## src/rtl/demod_frame_ctrl.sv

```systemverilog
// Frame controller for the pulse-interval demodulator: preamble hunt, payload assembly,
// inter-bit timeout and valid/ready hand-off. Optional even-parity check: DEMOD_PARITY_EN.
module demod_frame_ctrl #(
   parameter int unsigned                PREAMBLE_LEN   = 8,
   parameter logic [PREAMBLE_LEN-1:0]    PREAMBLE       = PREAMBLE_LEN'(8'hAB),
   parameter int unsigned                PAYLOAD_BITS   = 16,
   parameter int unsigned                TIMEOUT_CYCLES = 60000
) (
   input  logic                    clock,
   input  logic                    reset,
   input  logic                    start,
   input  logic                    stop,
   input  logic [9:0]              cfg_threshold,
   input  logic                    bit_valid,
   input  logic                    bit_value,
   output logic                    demod_en,
   output logic [9:0]              demod_threshold,
   output logic [PAYLOAD_BITS-1:0] frame_data,
   output logic                    frame_valid,
   input  logic                    frame_ready,
   output logic                    frame_err,
   output logic                    timeout_pulse,
   output logic                    overrun,
   output logic                    busy
);

   localparam int unsigned THR_W = 10;
   localparam int unsigned CNT_W = 6;
   localparam int unsigned TMO_W = 20;
`ifdef DEMOD_PARITY_EN
   localparam int unsigned FRAME_LEN = PAYLOAD_BITS + 1;
`else
   localparam int unsigned FRAME_LEN = PAYLOAD_BITS;
`endif

   typedef enum logic [1:0] {IDLE, HUNT, PAYLOAD, HOLD} state_t;

   state_t                  state_q, state_d;
   logic [PREAMBLE_LEN-1:0] sr_q, sr_d;
   logic [CNT_W-1:0]        bit_cnt_q, bit_cnt_d;
   logic [TMO_W-1:0]        tmo_cnt_q, tmo_cnt_d;
   logic [THR_W-1:0]        thr_d;
   logic [PAYLOAD_BITS-1:0] data_d;
   logic                    demod_en_d, frame_valid_d, timeout_pulse_d, overrun_d, busy_d;
`ifdef DEMOD_PARITY_EN
   logic                    par_q, par_d;
   logic                    frame_err_d;
`endif

   // Next-state and next-output logic
   always_comb begin
      state_d         = state_q;
      sr_d            = sr_q;
      bit_cnt_d       = bit_cnt_q;
      tmo_cnt_d       = tmo_cnt_q;
      thr_d           = demod_threshold;
      data_d          = frame_data;
      frame_valid_d   = frame_valid;
      timeout_pulse_d = 1'b0;
      overrun_d       = overrun;
`ifdef DEMOD_PARITY_EN
      par_d           = par_q;
      frame_err_d     = frame_err;
`endif

      case (state_q)
         IDLE: begin
            if (start && !stop) begin
               thr_d     = cfg_threshold;
               overrun_d = 1'b0;
               sr_d      = '0;
               state_d   = HUNT;
            end
         end

         HUNT: begin
            if (stop) begin
               state_d = IDLE;
            end else if (bit_valid) begin
               sr_d = PREAMBLE_LEN'({sr_q, bit_value});
               // Match on the updated register so the closing preamble bit is not payload
               if (sr_d == PREAMBLE) begin
                  state_d   = PAYLOAD;
                  bit_cnt_d = '0;
                  tmo_cnt_d = '0;
`ifdef DEMOD_PARITY_EN
                  par_d     = 1'b0;
`endif
               end
            end
         end

         PAYLOAD: begin
            if (stop) begin
               state_d = IDLE;
            end else if (bit_valid) begin
               tmo_cnt_d = '0;
               bit_cnt_d = bit_cnt_q + CNT_W'(1);
`ifdef DEMOD_PARITY_EN
               par_d = par_q ^ bit_value;
               if (bit_cnt_q != CNT_W'(PAYLOAD_BITS)) begin
                  data_d = PAYLOAD_BITS'({frame_data, bit_value});
               end
`else
               data_d = PAYLOAD_BITS'({frame_data, bit_value});
`endif
               if (bit_cnt_d == CNT_W'(FRAME_LEN)) begin
                  state_d       = HOLD;
                  frame_valid_d = 1'b1;
`ifdef DEMOD_PARITY_EN
                  frame_err_d   = par_d;
`endif
               end
            end else begin
               tmo_cnt_d = tmo_cnt_q + TMO_W'(1);
               if (tmo_cnt_d == TMO_W'(TIMEOUT_CYCLES)) begin
                  timeout_pulse_d = 1'b1;
                  sr_d            = '0;
                  state_d         = HUNT;
               end
            end
         end

         HOLD: begin
            if (bit_valid) begin
               overrun_d = 1'b1;
            end
            // A simultaneous stop still lets the pending handshake complete
            if (frame_ready) begin
               frame_valid_d = 1'b0;
               sr_d          = '0;
               state_d       = stop ? IDLE : HUNT;
            end else if (stop) begin
               frame_valid_d = 1'b0;
               state_d       = IDLE;
            end
         end

         default: begin
            state_d = IDLE;
         end
      endcase

      demod_en_d = (state_d != IDLE);
      busy_d     = (state_d != IDLE);
   end

   // State and output registers
   always_ff @(posedge clock or negedge reset) begin
      if (!reset) begin
         state_q         <= IDLE;
         sr_q            <= '0;
         bit_cnt_q       <= '0;
         tmo_cnt_q       <= '0;
         demod_en        <= 1'b0;
         demod_threshold <= '0;
         frame_data      <= '0;
         frame_valid     <= 1'b0;
         timeout_pulse   <= 1'b0;
         overrun         <= 1'b0;
         busy            <= 1'b0;
`ifdef DEMOD_PARITY_EN
         par_q           <= 1'b0;
         frame_err       <= 1'b0;
`endif
      end else begin
         state_q         <= state_d;
         sr_q            <= sr_d;
         bit_cnt_q       <= bit_cnt_d;
         tmo_cnt_q       <= tmo_cnt_d;
         demod_en        <= demod_en_d;
         demod_threshold <= thr_d;
         frame_data      <= data_d;
         frame_valid     <= frame_valid_d;
         timeout_pulse   <= timeout_pulse_d;
         overrun         <= overrun_d;
         busy            <= busy_d;
`ifdef DEMOD_PARITY_EN
         par_q           <= par_d;
         frame_err       <= frame_err_d;
`endif
      end
   end

`ifndef DEMOD_PARITY_EN
   assign frame_err = 1'b0;
`endif

endmodule

```

## config.mk

```make
export PLATFORM = sky130hd
export DESIGN_NAME = demod_frame_ctrl
export DESIGN_NICKNAME = d
export VERILOG_FILES = /design/src/rtl/demod_frame_ctrl.sv
export SDC_FILE = /design/constraint.sdc
export NUM_CORES = 1
export LEC_CHECK = 0
export CAP_MARGIN = 20
export CORE_UTILIZATION = 36
export DETAILED_ROUTE_END_ITERATION = 10
export DONT_BUFFER_PORTS = 1
export GPL_TIMING_DRIVEN = 1
export PLACE_DENSITY = 0.56
export SLEW_MARGIN = 20
export SYNTH_ARGS = -nofsm -noshare
export SYNTH_HDL_FRONTEND = slang
export SYNTH_SLANG_ARGS = --single-unit
```

## constraint.sdc

```tcl
create_clock -name clock -period 4.2 [get_ports clock]
set_input_delay 0.63 -clock clock [delete_from_list [all_inputs] [get_ports clock]]
set_output_delay 0.63 -clock clock [all_outputs]
set_load 0.01 [all_outputs]
```

Word level (Yosys, flattened, before mapping)
Cells that the tools add are included.
{"block": "word_totals", "inputBits": 17, "word_cells": 90, "ff_bits": 65, "output_inout_bits": 32}
{"block": "classes", "eq_ne": 18, "reduce_logical": 14, "mux": 45, "bitwise": 1, "add_sub_neg": 2}
{"op": "$mux W20", "count": 5}
{"op": "$mux W7", "count": 7}
{"op": "$pmux W20 S2", "count": 1}
{"op": "$mux W6", "count": 5}
{"op": "$pmux W7 S4", "count": 1}
{"op": "$ne A2 B2 Y1 const B", "count": 11}
{"op": "$add A20 B1 Y20 const B", "count": 1}
{"op": "$eq A20 B16 Y1 const B", "count": 1}
{"op": "$mux W2", "count": 10}
{"op": "$mux W1", "count": 12}
{"op": "$pmux W6 S2", "count": 1}
{"op": "$reduce_and A5 Y1", "count": 2}
{"op": "$eq A8 B8 Y1 const B", "count": 1}
{"op": "$pmux W2 S4", "count": 1}
{"op": "$reduce_bool A2 Y1", "count": 4}
{"op": "$reduce_and A7 Y1", "count": 1}
{"op": "$add A6 B1 Y6 const B", "count": 1}
{"op": "$eq A6 B5 Y1 const B", "count": 1}
{"op": "$reduce_and A3 Y1", "count": 2}
{"op": "$reduce_and A6 Y1", "count": 1}
{"op": "$eq A2 B2 Y1 const B", "count": 2}
{"op": "$pmux W1 S2", "count": 2}
{"op": "$ne A3 B3 Y1 const B", "count": 1}
{"op": "$eq A2 B1 Y1 const B", "count": 1}
{"op": "other kinds (5)", "count": 5}

Longest topological paths before layout
{"block": "logic_depth", "depth_word": 7, "depth_mapped": 9, "depth_no_buf": 8}

Least setup slack after synthesis
OpenSTA, ideal clock, no wires.
{"block": "synth_path", "kind": "register -> register", "from": "register tmo_cnt_q[0]", "to": "register busy", "n_path_buf": 1, "path_stages_with_launch": 10, "setup_ns": 0.124, "t_arrival_ns": 2.208, "path_slack_ns": 1.867, "period_less_slack_ns": 2.333, "cell_sequence": "dfrtp_1 -> ha_1 -> and3_1 -> buf_4 -> and4_4 -> xor2_1 -> nor4_2 -> nand4_2 -> o21a_1 -> or2_1"}
{"block": "synth_via", "elab_chain_cells": 7}
{"item": "start: declaration", "line": "41", "text": "logic [TMO_W-1:0] tmo_cnt_q, tmo_cnt_d;"}
{"item": "start signal: assignment", "line": "170", "text": "tmo_cnt_q <= tmo_cnt_d;"}
{"item": "$add A20 B1 Y20", "line": "115", "text": "tmo_cnt_d = tmo_cnt_q + TMO_W'(1);"}
{"item": "$eq A20 B16 Y1", "line": "116", "text": "if (tmo_cnt_d == TMO_W'(TIMEOUT_CYCLES)) begin"}
{"item": "$mux W2", "line": "116"}
{"item": "$mux W2", "line": "96", "text": "end else if (bit_valid) begin"}
{"item": "$mux W2", "line": "94", "text": "if (stop) begin"}
{"item": "$pmux W2 S4", "line": "66", "text": "case (state_q)"}
{"item": "via state_d[1]", "line": "38", "text": "state_t state_q, state_d;"}
{"item": "$reduce_bool A2 Y1", "line": "145", "text": "busy_d = (state_d != IDLE);"}
{"item": "via busy_d", "line": "44", "text": "logic demod_en_d, frame_valid_d, timeout_pulse_d, overrun_d, busy_d;"}
{"item": "end signal: assignment", "line": "177", "text": "busy <= busy_d;"}
{"item": "end: declaration", "line": "24", "text": "output logic busy"}
The timed path passes the listed nets, and every way through them passes these cells.
A chain may end at the register's enable or synchronous reset.

Worst setup path after layout
{"block": "layout_path", "from": "register state_q[0]", "to": "register tmo_cnt_q[3]"}
{"block": "layout_via", "elab_chain_cells": 3, "word_cells_on_any_way": 9, "cone_classes": "eq/ne (6); mux (1); reduce/logical (2)"}
{"item": "start: declaration", "line": "38"}
{"item": "start signal: assignment", "line": "167", "text": "state_q <= state_d;"}
{"item": "$eq A2 B1 Y1 or $eq A2 B2 Y1 (tied branches)", "line": "66"}
{"item": "$ne A2 B2 Y1 (no line) or $reduce_bool A2 Y1 (tied branches)"}
{"item": "$reduce_and A5 Y1 (no line)"}
Several ways; a longest one is shown, not always the timed one.

==> impl_metrics.toml <==
[detailed_routing]
drtIter0Drc = 108
drc_errors = 0
wl_met3_um = 611
wl_met1_um = 3250
vias = 2575
drtAntennaViolNets = 0
wl_um = 7230
top_layer = "met4"
wl_met2_um = 3270
viasPerCell = 5.56
drt-pass1-iter-count = 5
wire_per_inst_um = 15.6

[synthesis]
syn_nets = 361
synthSimpleGateAreaFrac = 0.186
avgSynthCellArea_sq_um = 10.1
syn_area_sq_um = 3440
synth_area_leaders = "dfrtp_1, mux2_2, o21ai_0"
ys_seq_area_frac = 0.473
synth_async_sr_flop_share = 1.00
yosys_warnings = 0
synth_area_leader_cell = "dfrtp_1"
synth-edff-count = 0
synth-compound-area-share = 0.169
post-synth-top-count-cell = "dfrtp_1"
netlist_instances = 341
synth.distinct_cells = 57
synth_common_cells = "dfrtp_1, o21ai_0, mux2_2, nand2_1, nor2_1"
ys_ff_latch = 65
synthFlopType = "dfrtp_1"
synth-adder-area-share = 0.0109
synth_mux_area_frac = 0.0914
synth_top_family_by_area = "simple AND/OR/NAND/NOR gates"
synth-xor-area-share = 0.0127
synth.top_cell.area_share = 0.473

[clocking]
cts_root_buf = "clkbuf_8"
cts_htree_levels = 3
clk_pin_slew_ns = 0.07
tritoncts = "built"
clk_latency_ns = 0.35
clock-sinks = 65
cts_hold_buf = 1
cts_buffers = 9
cts-resized-gates = 0
post_cts_buffers = 0
clockBufferDepth = 2

[run_status]
outcome = "complete, no violations"

[power_and_ir_drop]
power.density_nw_per_um2 = 334
total_power_w = 0.00123
p_leak_nw = 1.51
ir_drop_v = 0.000205

[critical_path]
startpoint_type = "flip-flop"
crit_path_frequent_cell = "nand4_1"
cp_slowest_cell = "nor2_1"
crit_arrival_ns = 3.08
crit_type = "reg -> reg"
critPathMaxStageDelay_ns = 0.78
cp-end-kind = "flip-flop"
crit_chain = "nand4_1 -> nor4_1 -> nand2b_1 -> a21o_1 -> nor2_1 -> nand4_1 -> o21ai_0"
worstPathMaxFanout = 23
required_ns = 4.46

[timing]
max_freq_mhz = 355
setup-tns-final_ns = 0
finalCritPeriodShare = 0.672
maxSlewViolCount = 0
final-hold-violation-count = 0
setup_violations = 0
hold-worst-slack_ns = 0.152
relSlewSlack = 0.419
period_needed_ns = 2.82
grt_setup_unrepaired = "no"
tightestPinTransition_ns = 0.869
finalClockSkew_ns = 0.00886

[final_layout]
drive_above_1_share = 0.174
diodes = 0
final_nets = 349
area_growth_pct = 7.17
design_area_sq_um = 3680
final_cells = 463

[placed_design]
gp_congestion = 0.795
dp.cells = 446
portBuffers = 0
dp_hpwl_um = 4700
place_area_sq_um = 3470

[grt]
grt_overflow = 0
grt_pass1_wl_um = 12100
antenna_found_initial = 0
grt_max_degree = 66
grtUsageTotal = 0.156
first_global_vias = 2445

[flow_run]
max_cap_violations = 0

[floorplanning]
ioPinCount = 49
dieHeight_um = 99.7
num_rows = 35
fp.dieW_um = 99.7
core_sq_um = 9240
start_util = 0.372
dieArea_sq_um = 9940

[worst_hold_path]
hp-class = "in -> async"
[sequential cells by signal, summed over array words and instances, names as in the netlist]
| register | count |
|---|---|
| timeout_pulse | 1 |
| tmo_cnt_q | 20 |
| frame_valid | 1 |
| busy | 1 |
| state_q | 2 |
| overrun | 1 |
| bit_cnt_q | 6 |
| frame_data | 16 |
| sr_q | 7 |
| demod_threshold | 10 |
[worst paths after layout]
check	slack, ns	end	cells past startpoint	start
setup / recovery	1.38	tmo_cnt_q[3]	7	state_q[0]
hold / removal	0.15	timeout_pulse	1	reset
setup reg to reg	1.38	tmo_cnt_q[3]	7	state_q[0]
hold reg to reg	0.51	sr_q[4]	2	sr_q[3]
max in group asynchronous	3.78	bit_cnt_q[1]	1	reset
min in group clock	0.35	state_q[0]	1	stop
[stage by stage]
step	worst slack, ns	utilization
4_1_cts	1.44	0.398
3_5_place_dp	1.46	0.375
3_3_place_gp	1.50	0.375
6_report	1.38	0.399
5_1_grt	1.01	0.399
2_1_floorplan	1.87	-
[power by group]
| group | switching [W] | internal [W] | leakage (nW) |
|---|---|---|---|
| Sequential | 0.0000363 | 0.000652 | 0.871 |
| Combinational | 0.0000276 | 0.0000276 | 0.548 |
| Clock | 0.000266 | 0.000220 | 0.0944 |
[cells in the final DEF, fill, tap and decap left out, drive strengths merged, types with 2 or more instances in the layout]
master	count
a41oi	2
nor4b	3
o31ai	7
dfrtp	65
and2	3
o21ai	41
a22o	3
clkbuf	9
a31oi	9
o41ai	2
buf	2
ha	3
xor2	4
inv	14
nor3b	3
nand3b	4
nand4	14
nor4	3
and4	5
o21a	2
nor2	19
a21oi	11
nor3	9
nand2	25
nand3	11
nand2b	6
clkinv	4
a211oi	3
a21o	2
and3	3
mux2	27
[kinds of logic (layout without fill, tap and decap cells)]
logic type	count (synthesis)	in the layout
fa+ha+maj	3	3
simple gates	113	113
buf+inv	36	29
flops	65	65
mux	28	28
xor+xnor	5	5
other cells	1	1
compound gates	90	90
[final cells by class]
type | instances | area, sq um
Timing Repair Buffer | 2 | 35.0
Sequential cell | 65 | 1630
Multi-Input combinational cell | 240 | 1640
Clock inverter | 7 | 53.8
Fill cell | 929 | 5560
Clock buffer | 9 | 124
Inverter | 11 | 41.3
Tap cell | 129 | 161
[critical path, delay by kind of cell (launching register included)]
family | cells | cell delay [ns]
AND/OR/NAND/NOR | 5 | 1.49
flip-flops | 1 | 0.62
AO/OA/AOI/OAI | 2 | 0.61
[metal layers]
metal,GRT usage,vias up
li1,-,1226
met1,0.204,1253
met2,0.233,86
met3,0.0647,10
met4,0.0509,0
met5,0,-
No activity file was read; power rests on OpenSTA's default activity.
